File: src/rtl/huff_pkg.sv
// Shared widths, FSM states and the 12-bit word layout loaded by huff_encoder.
package huff_pkg;

  localparam int CHAR_W  = 8;
  localparam int FREQ_W  = 3;
  localparam int NUM_SYM = 3;
  localparam int IO_W    = 12;
  localparam int IDX_W   = $clog2(NUM_SYM);
  localparam int CNT_W   = $clog2(NUM_SYM + 1);

  localparam logic [FREQ_W-1:0] FREQ_MAX = '1;

  typedef enum logic [1:0] {
    COLLECT,
    EMIT,
    DONE
  } state_t;

  // 'char' is a keyword, so the symbol field is named sym_char.
  typedef struct packed {
    logic              valid;
    logic [FREQ_W-1:0] freq;
    logic [CHAR_W-1:0] sym_char;
  } huff_io_t;

endpackage

File: src/rtl/huff_freq_counter_if.sv
// Input symbol stream: valid/char/last from the source, ready back from the counter.
interface huff_freq_counter_if;
  import huff_pkg::*;

  logic              in_valid;
  logic [CHAR_W-1:0] in_char;
  logic              in_last;
  logic              in_ready;

  modport master (output in_valid, output in_char, output in_last, input in_ready);
  modport slave  (input in_valid, input in_char, input in_last, output in_ready);

endinterface

File: src/rtl/huff_sym_table.sv
// Symbol table: slot registers, occupancy mask, parallel match and an indexed read port.
module huff_sym_table
  import huff_pkg::*;
(
  input  logic              clk,
  input  logic              reset,
  input  logic [CHAR_W-1:0] lookup_char,
  input  logic              inc_en,
  input  logic [IDX_W-1:0]  inc_idx,
  input  logic              alloc_en,
  input  logic [IDX_W-1:0]  rd_idx,
  output logic              hit,
  output logic [IDX_W-1:0]  hit_idx,
  output logic              hit_sat,
  output logic              full,
  output huff_io_t          rd_word
);

  logic [CHAR_W-1:0] char_reg [NUM_SYM];
  logic [FREQ_W-1:0] freq_reg [NUM_SYM];
  logic [NUM_SYM-1:0] occ_reg;
  logic [NUM_SYM-1:0] match;
  logic [CNT_W-1:0]  count_reg;

  genvar gi;
  generate
    for (gi = 0; gi < NUM_SYM; gi++) begin : g_slot
      // Only occupied slots can match, which keeps 8'h00 a legal symbol.
      assign match[gi] = occ_reg[gi] && (char_reg[gi] == lookup_char);

      always_ff @(posedge clk) begin
        if (reset) begin
          occ_reg[gi]  <= 1'b0;
          char_reg[gi] <= '0;
          freq_reg[gi] <= '0;
        end else if (alloc_en && (count_reg == CNT_W'(gi))) begin
          occ_reg[gi]  <= 1'b1;
          char_reg[gi] <= lookup_char;
          freq_reg[gi] <= FREQ_W'(1);
        end else if (inc_en && (inc_idx == IDX_W'(gi)) && (freq_reg[gi] != FREQ_MAX)) begin
          freq_reg[gi] <= freq_reg[gi] + FREQ_W'(1);
        end
      end
    end
  endgenerate

  always_ff @(posedge clk) begin
    if (reset) begin
      count_reg <= '0;
    end else if (alloc_en) begin
      count_reg <= count_reg + CNT_W'(1);
    end
  end

  assign hit  = |match;
  assign full = (count_reg == CNT_W'(NUM_SYM));

  always_comb begin
    hit_idx = '0;
    hit_sat = 1'b0;
    rd_word = '0;
    for (int i = 0; i < NUM_SYM; i++) begin
      if (match[i]) begin
        hit_idx = IDX_W'(i);
        hit_sat = (freq_reg[i] == FREQ_MAX);
      end
      if (rd_idx == IDX_W'(i)) begin
        rd_word = '{valid: 1'b1, freq: freq_reg[i], sym_char: char_reg[i]};
      end
    end
  end

endmodule

File: src/rtl/huff_freq_counter.sv
// Collects a byte stream into a symbol/frequency table, then emits one encoder word per slot.
module huff_freq_counter
  import huff_pkg::*;
(
  input  logic                clk,
  input  logic                reset,
  huff_freq_counter_if.slave  in_if,
  output logic [IO_W-1:0]     out_word,
  output logic                done,
  output logic                sym_err,
  output logic                freq_sat
);

  state_t           state_reg, state_next;
  logic [IDX_W-1:0] emit_cnt_reg, emit_cnt_next;
  logic [IO_W-1:0]  out_word_reg, out_word_next;
  logic             done_reg, done_next;
  logic             in_ready_reg, in_ready_next;
  logic             sym_err_reg, sym_err_next;
  logic             freq_sat_reg, freq_sat_next;

  logic             hit, hit_sat, full, inc_en, alloc_en;
  logic [IDX_W-1:0] hit_idx;
  huff_io_t         rd_word;

  huff_sym_table u_table (
    .clk         (clk),
    .reset       (reset),
    .lookup_char (in_if.in_char),
    .inc_en      (inc_en),
    .inc_idx     (hit_idx),
    .alloc_en    (alloc_en),
    .rd_idx      (emit_cnt_reg),
    .hit         (hit),
    .hit_idx     (hit_idx),
    .hit_sat     (hit_sat),
    .full        (full),
    .rd_word     (rd_word)
  );

  always_ff @(posedge clk) begin
    if (reset) begin
      state_reg    <= COLLECT;
      emit_cnt_reg <= '0;
      out_word_reg <= '0;
      done_reg     <= 1'b0;
      in_ready_reg <= 1'b1;
      sym_err_reg  <= 1'b0;
      freq_sat_reg <= 1'b0;
    end else begin
      state_reg    <= state_next;
      emit_cnt_reg <= emit_cnt_next;
      out_word_reg <= out_word_next;
      done_reg     <= done_next;
      in_ready_reg <= in_ready_next;
      sym_err_reg  <= sym_err_next;
      freq_sat_reg <= freq_sat_next;
    end
  end

  always_comb begin
    state_next    = state_reg;
    emit_cnt_next = emit_cnt_reg;
    out_word_next = '0;
    done_next     = 1'b0;
    in_ready_next = 1'b0;
    sym_err_next  = sym_err_reg;
    freq_sat_next = freq_sat_reg;
    inc_en        = 1'b0;
    alloc_en      = 1'b0;
    unique case (state_reg)
      COLLECT: begin
        in_ready_next = 1'b1;
        if (in_if.in_valid) begin
          if (hit) begin
            inc_en = 1'b1;
            if (hit_sat) freq_sat_next = 1'b1;
          end else if (!full) begin
            alloc_en = 1'b1;
          end else begin
            sym_err_next = 1'b1;
          end
          // A dropped final symbol still ends collection.
          if (in_if.in_last) begin
            state_next    = EMIT;
            in_ready_next = 1'b0;
            emit_cnt_next = '0;
          end
        end
      end
      EMIT: begin
        out_word_next = rd_word;
        emit_cnt_next = emit_cnt_reg + IDX_W'(1);
        if (emit_cnt_reg == IDX_W'(NUM_SYM - 1)) state_next = DONE;
      end
      DONE: begin
        done_next = 1'b1;
      end
      default: begin
        state_next = COLLECT;
      end
    endcase
  end

  assign in_if.in_ready = in_ready_reg;
  assign out_word       = out_word_reg;
  assign done           = done_reg;
  assign sym_err        = sym_err_reg;
  assign freq_sat       = freq_sat_reg;

endmodule

File: src/flat_wrapper.sv
// flat-port wrapper written by rule: the top's interface ports become plain ports
module huff_freq_counter_flat import huff_pkg::*;
  (clk, reset, out_word, done, sym_err, freq_sat, in_if_in_valid, in_if_in_char, in_if_in_last, in_if_in_ready);
  huff_freq_counter_if in_if_i ();
  input  logic clk;
  input  logic reset;
  output logic [IO_W-1:0] out_word;
  output logic done;
  output logic sym_err;
  output logic freq_sat;
  input wire logic [$bits(in_if_i.in_valid)-1:0] in_if_in_valid;
  input wire logic [$bits(in_if_i.in_char)-1:0] in_if_in_char;
  input wire logic [$bits(in_if_i.in_last)-1:0] in_if_in_last;
  output wire logic [$bits(in_if_i.in_ready)-1:0] in_if_in_ready;
  assign in_if_i.in_valid = in_if_in_valid;
  assign in_if_i.in_char = in_if_in_char;
  assign in_if_i.in_last = in_if_in_last;
  assign in_if_in_ready = in_if_i.in_ready;
  huff_freq_counter u_core (.clk(clk), .reset(reset), .in_if(in_if_i), .out_word(out_word), .done(done), .sym_err(sym_err), .freq_sat(freq_sat));
endmodule
File: config.mk
export PLATFORM = sky130hd
export DESIGN_NAME = huff_freq_counter_flat
export DESIGN_NICKNAME = d
export VERILOG_FILES = /design/src/rtl/huff_pkg.sv /design/src/rtl/huff_freq_counter_if.sv /design/src/rtl/huff_sym_table.sv /design/src/rtl/huff_freq_counter.sv /design/src/flat_wrapper.sv
export SDC_FILE = /design/constraint.sdc
export NUM_CORES = 1
export LEC_CHECK = 0
export ABC_CLOCK_PERIOD_IN_PS = 6500
export BUFFER_PORTS_ARGS = -buffer_cell sky130_fd_sc_hd__buf_2
export CAP_MARGIN = 40
export CORE_ASPECT_RATIO = 0.6
export CORE_MARGIN = 10
export CORE_UTILIZATION = 49
export DETAILED_ROUTE_END_ITERATION = 6
export GPL_ROUTABILITY_DRIVEN = 0
export PLACE_DENSITY = 0.78
export SYNTH_ARGS = -nofsm -noshare
export SYNTH_HDL_FRONTEND = slang
export SYNTH_HIERARCHICAL = 1
export SYNTH_SLANG_ARGS = --single-unit
File: constraint.sdc
create_clock -name clk -period 6.5 [get_ports clk]
set_clock_uncertainty 0.05 [all_clocks]
set_input_delay 1.3 -clock clk [delete_from_list [all_inputs] [get_ports clk]]
set_output_delay 1.3 -clock clk [all_outputs]
set_load 0.01 [all_outputs]
==> impl_results.md <==
* Measured slew at the worst slew-check pin at 874 ps
* Vias after detailed routing at between 1500 and 2000
* Instance count on the critical path at 12
* Leakage power of the design at ~1.3 nW
* Number of port buffers at 27
* Biggest fanout along the worst timing path at 10
* Number of different library cells in the post-synthesis netlist at between 40 and 50
* Fraction of final layout cells with drive strength greater than 1 at 0.171
* Total standard cell area after synthesis at 0.00288 mm2
* Clock root buffer master: sky130_fd_sc_hd__clkbuf_8
* Post-DRT Antenna Nets at 0
* Critical Path Max Stage Delay at 510 ps
* Synth Warn # at 6
* Count of clock tree sinks at between 50 and 60
* Growth of design area from synthesis to finish at 12.1%
* Synthesized flop and latch total at 58
* Total negative slack for setup checks at 0 ps
* Complex-gate fraction of the synthesized area at 0.0574
* Slew margin rel. at 0.417
* Detailed placer's ending HPWL at between 4 and 5 mm
* Mux cell area share after synthesis at 0.0417
* Die extent in y at ~79 um
* Peak supply drop at 0.113 mV
* Flip-flop count of the largest register, all copies and words added at 24
* Horizontal die dimension at around 120 um
* Total gr overflow at 0
* HP Class: register to register
* Worst path top cell family by delay: simple AND/OR/NAND/NOR gates
* Overall Global Routing Usage at 0.129
* Cell internal pwr at 0.628 mW
* Most instantiated library cell after synthesis: sky130_fd_sc_hd__and2_1
* Top cell type's share of synthesized area at 0.344
* Power density cells at approximately 260 mW/mm2
* Combinational family with the most area after synthesis: simple AND/OR/NAND/NOR gates
* Result of the run: complete, no violations
* CTS clk-pin slew, worst paths at roughly 60 ps
* Worst hold slack across all endpoints at 407 ps
* Data arrival time of the critical path at 4030 ps
* Filler Cell Count at 501
* Residual DRC count at 0
* Number of instances in the synthesized netlist at about 260
* Max H-tree Level at 3
* Worst Path Buf+Inv at 2
* Vias in the first global route at approximately 1900
* Yosys top cell by area: sky130_fd_sc_hd__edfxtp_1
* Switching component of the power at roughly 0.20 mW
* Clock network power share at 0.361
* Share of synthesized area occupied by flip-flops and latches at 0.518
* Primary FF master, synth: sky130_fd_sc_hd__edfxtp_1
* Number of DRC markers in iteration 0 at ~130
* Post-detailed-route via-to-cell ratio at between 5 and 6
* Path depth of the worst reg2reg path at 11
* FFs w/ async S/R, synth at 0
* Sequential group share of total power at 0.527
* First-pass GRT wire length at around 9.6 mm
* Capturing element type of the critical path: register
* Ranking of synthesized cells by area: sky130_fd_sc_hd__edfxtp_1, sky130_fd_sc_hd__dfxtp_1, sky130_fd_sc_hd__and2_1
* Total nets after synthesis at ~290
* Clk Latency, worst-skew pair at approximately 330 ps
* Unrepaired setup endpoints after global routing: no
* Slowest-stage cell, CP: sky130_fd_sc_hd__or4b_4
* Required time reported for the critical path endpoint at approximately 6500 ps
* Largest net degree at the start of global routing at 19
* Capturing element of the worst setup path: u_core/u_table/freq_reg[1][0]$_DFFE_PP_
* Number of failing setup endpoints in the final timing report at 0
* Initial antenna violation count at 0
* Critical path launch point: in_if_in_char[5]
* # Max-Cap Violations at 0
* Post-cts gate resize count at 0
* Highest attainable clock frequency at approximately 250 MHz
* Kind of start point of the critical path: input pin
* Shortest clock period the worst path allows after layout at about 4000 ps
* Final WS setup at 2500 ps
* Final critical-path share of the clock period at 0.615
* Nets@finish at around 310
* Initial Utilization at 0.512
* Minimum setup slack among reg-to-reg paths at around 3200 ps
* Worst-case clock buffer depth at 2
* Comb pwr share at 0.111
* Num CTS Buffers at 9
* Sequence of cells on the critical path: buf_2, xor2_1, nor4_2, nand4_1, inv_1, or3_1, or4b_4, nor2_1, nand2_1, nand2_1, nor3_1, or2_1
* Count of flip-flops with a built-in enable after synthesis at 33
* Final hold viol count at 0
* Number of primary I/O pins at 28
* Total detailed-routing wirelength at about 6 mm
* Routed len/inst at about 16 um
* Floorplan row count at 21
* Post-Synth XOR/XNOR Area at 0.0761
* Final max-slew violation count at 0
* Initial DRT Pass Iterations at 4
* CP dominant cell by count: sky130_fd_sc_hd__nand2_1
* Reg2reg end: u_core/u_table/freq_reg[1][0]$_DFFE_PP_
* Post-cts hold buffer count at 0
* Final antenna diode count at 0
* CP Class: input pin to register
* Area fraction in and, or, nand and nor cells after synthesis at 0.226
* Overall die area at 0.00944 mm2
* Launching point of the worst reg2reg path: u_core/u_table/char_reg[1][0]$_SDFFCE_PN0P_
* Top cells by count, synth: sky130_fd_sc_hd__and2_1, sky130_fd_sc_hd__edfxtp_1, sky130_fd_sc_hd__dfxtp_1
* Switching share of power at 0.243
* Adder-cell share of the synthesized area at 0.0478
* Clock tree from TritonCTS: yes
* Post CTS Setup Buffer Count at 0
* Avg Synthesized Cell Area at 10.9 um2
* Minimum setup slack after placement at around 2200 ps
* Area inside the core boundary at about 0.0056 mm2
[cell families after synthesis]
group / after synthesis
AOI/OAI and AO/OA: 24
xor gates and xnor gates: 25
and+or+nand+nor: 112
buffers and inverters: 22
muxes: 12
adders and majority gates: 11
DFF: 58
[placed cells by master (no fill, tap or decap), types with 2 or more instances in the layout]
cell type	n
sky130_fd_sc_hd__nor3_1	4
sky130_fd_sc_hd__and2_1	39
sky130_fd_sc_hd__ha_1	11
sky130_fd_sc_hd__inv_1	8
sky130_fd_sc_hd__buf_2	27
sky130_fd_sc_hd__and3_1	2
sky130_fd_sc_hd__and2_2	3
sky130_fd_sc_hd__nand2_1	21
sky130_fd_sc_hd__a21o_1	6
sky130_fd_sc_hd__xnor2_1	18
sky130_fd_sc_hd__o21ai_0	11
sky130_fd_sc_hd__nand3_1	6
sky130_fd_sc_hd__nand4_1	3
sky130_fd_sc_hd__nor2b_1	3
sky130_fd_sc_hd__nand3b_1	2
sky130_fd_sc_hd__clkbuf_8	9
sky130_fd_sc_hd__xor2_1	7
sky130_fd_sc_hd__dfxtp_1	25
sky130_fd_sc_hd__nor2_1	13
sky130_fd_sc_hd__clkbuf_1	2
sky130_fd_sc_hd__or4b_1	2
sky130_fd_sc_hd__clkinv_2	2
sky130_fd_sc_hd__edfxtp_1	33
sky130_fd_sc_hd__nand2b_1	2
sky130_fd_sc_hd__or2_1	2
sky130_fd_sc_hd__mux2i_1	12
sky130_fd_sc_hd__or2b_1	2
[per-stage QoR]
stage                     cells   util  power [mW]  cell area [um2]
after floorplan             264      -       0.506             2880
after global placement      358  0.543       0.534             3050
after detailed placement    358  0.543       0.537             3050
after CTS                   373  0.574       0.841             3230
after global routing        373  0.574       0.872             3230
final                       373  0.574       0.830             3230
[area by class of cell]
cell class / instances / area [um2] / share of cell area
multi-input cells: 184 / 1290 / 0.400
clock buffers: 11 / 131 / 0.0407
inverters: 9 / 33.8 / 0.0105
clock inverters: 4 / 43.8 / 0.0136
repair buffers: 27 / 135 / 0.0419
flip-flops and latches: 58 / 1490 / 0.462
well taps: 80 / 100 / 0.0310
[layer usage]
metal  wire [um]  vias to the layer above  track usage
li1            -                      949            -
met4          54                        0       0.0437
met3         611                        9       0.0508
met2        2210                       65        0.169
met5           0                        -            0
met1        2990                      878        0.186
[power groups by stage]
stage | Combinational, mW | Clock, mW | Sequential [mW]
after floorplan | 0.0685 | 0 | 0.437
after global placement | 0.0907 | 0 | 0.444
after detailed placement | 0.0920 | 0 | 0.445
after CTS | 0.0927 | 0.311 | 0.437
after global routing | 0.104 | 0.328 | 0.440
final | 0.0925 | 0.300 | 0.438
[worst register-to-register path: stages, from the launching register on]
cell	delay [ps]
sky130_fd_sc_hd__edfxtp_1	420
sky130_fd_sc_hd__xor2_1	200
sky130_fd_sc_hd__nor4_2	60
sky130_fd_sc_hd__nand4_1	150
sky130_fd_sc_hd__inv_1	50
sky130_fd_sc_hd__or3_1	390
sky130_fd_sc_hd__or4b_4	510
sky130_fd_sc_hd__nor2_1	320
sky130_fd_sc_hd__nand2_1	170
sky130_fd_sc_hd__nand2_1	380
sky130_fd_sc_hd__nor3_1	90
sky130_fd_sc_hd__or2_1	220
[how the worst min path moves through the flow]
stage | start | to | cells past startpoint
after CTS | u_core/u_table/occ_reg[1]$_SDFFE_PP0P_ | u_core/u_table/occ_reg[1]$_SDFFE_PP0P_ | 1
after floorplan | u_core/u_table/occ_reg[1]$_SDFFE_PP0P_ | u_core/u_table/occ_reg[1]$_SDFFE_PP0P_ | 1
after detailed placement | u_core/u_table/occ_reg[1]$_SDFFE_PP0P_ | u_core/u_table/occ_reg[1]$_SDFFE_PP0P_ | 1
after global placement | u_core/u_table/occ_reg[0]$_SDFFE_PP0P_ | u_core/u_table/occ_reg[0]$_SDFFE_PP0P_ | 1
final | u_core/u_table/occ_reg[1]$_SDFFE_PP0P_ | u_core/u_table/occ_reg[1]$_SDFFE_PP0P_ | 1
after global routing | u_core/u_table/occ_reg[1]$_SDFFE_PP0P_ | u_core/u_table/occ_reg[1]$_SDFFE_PP0P_ | 1
No activity file was read; power rests on OpenSTA's default activity.
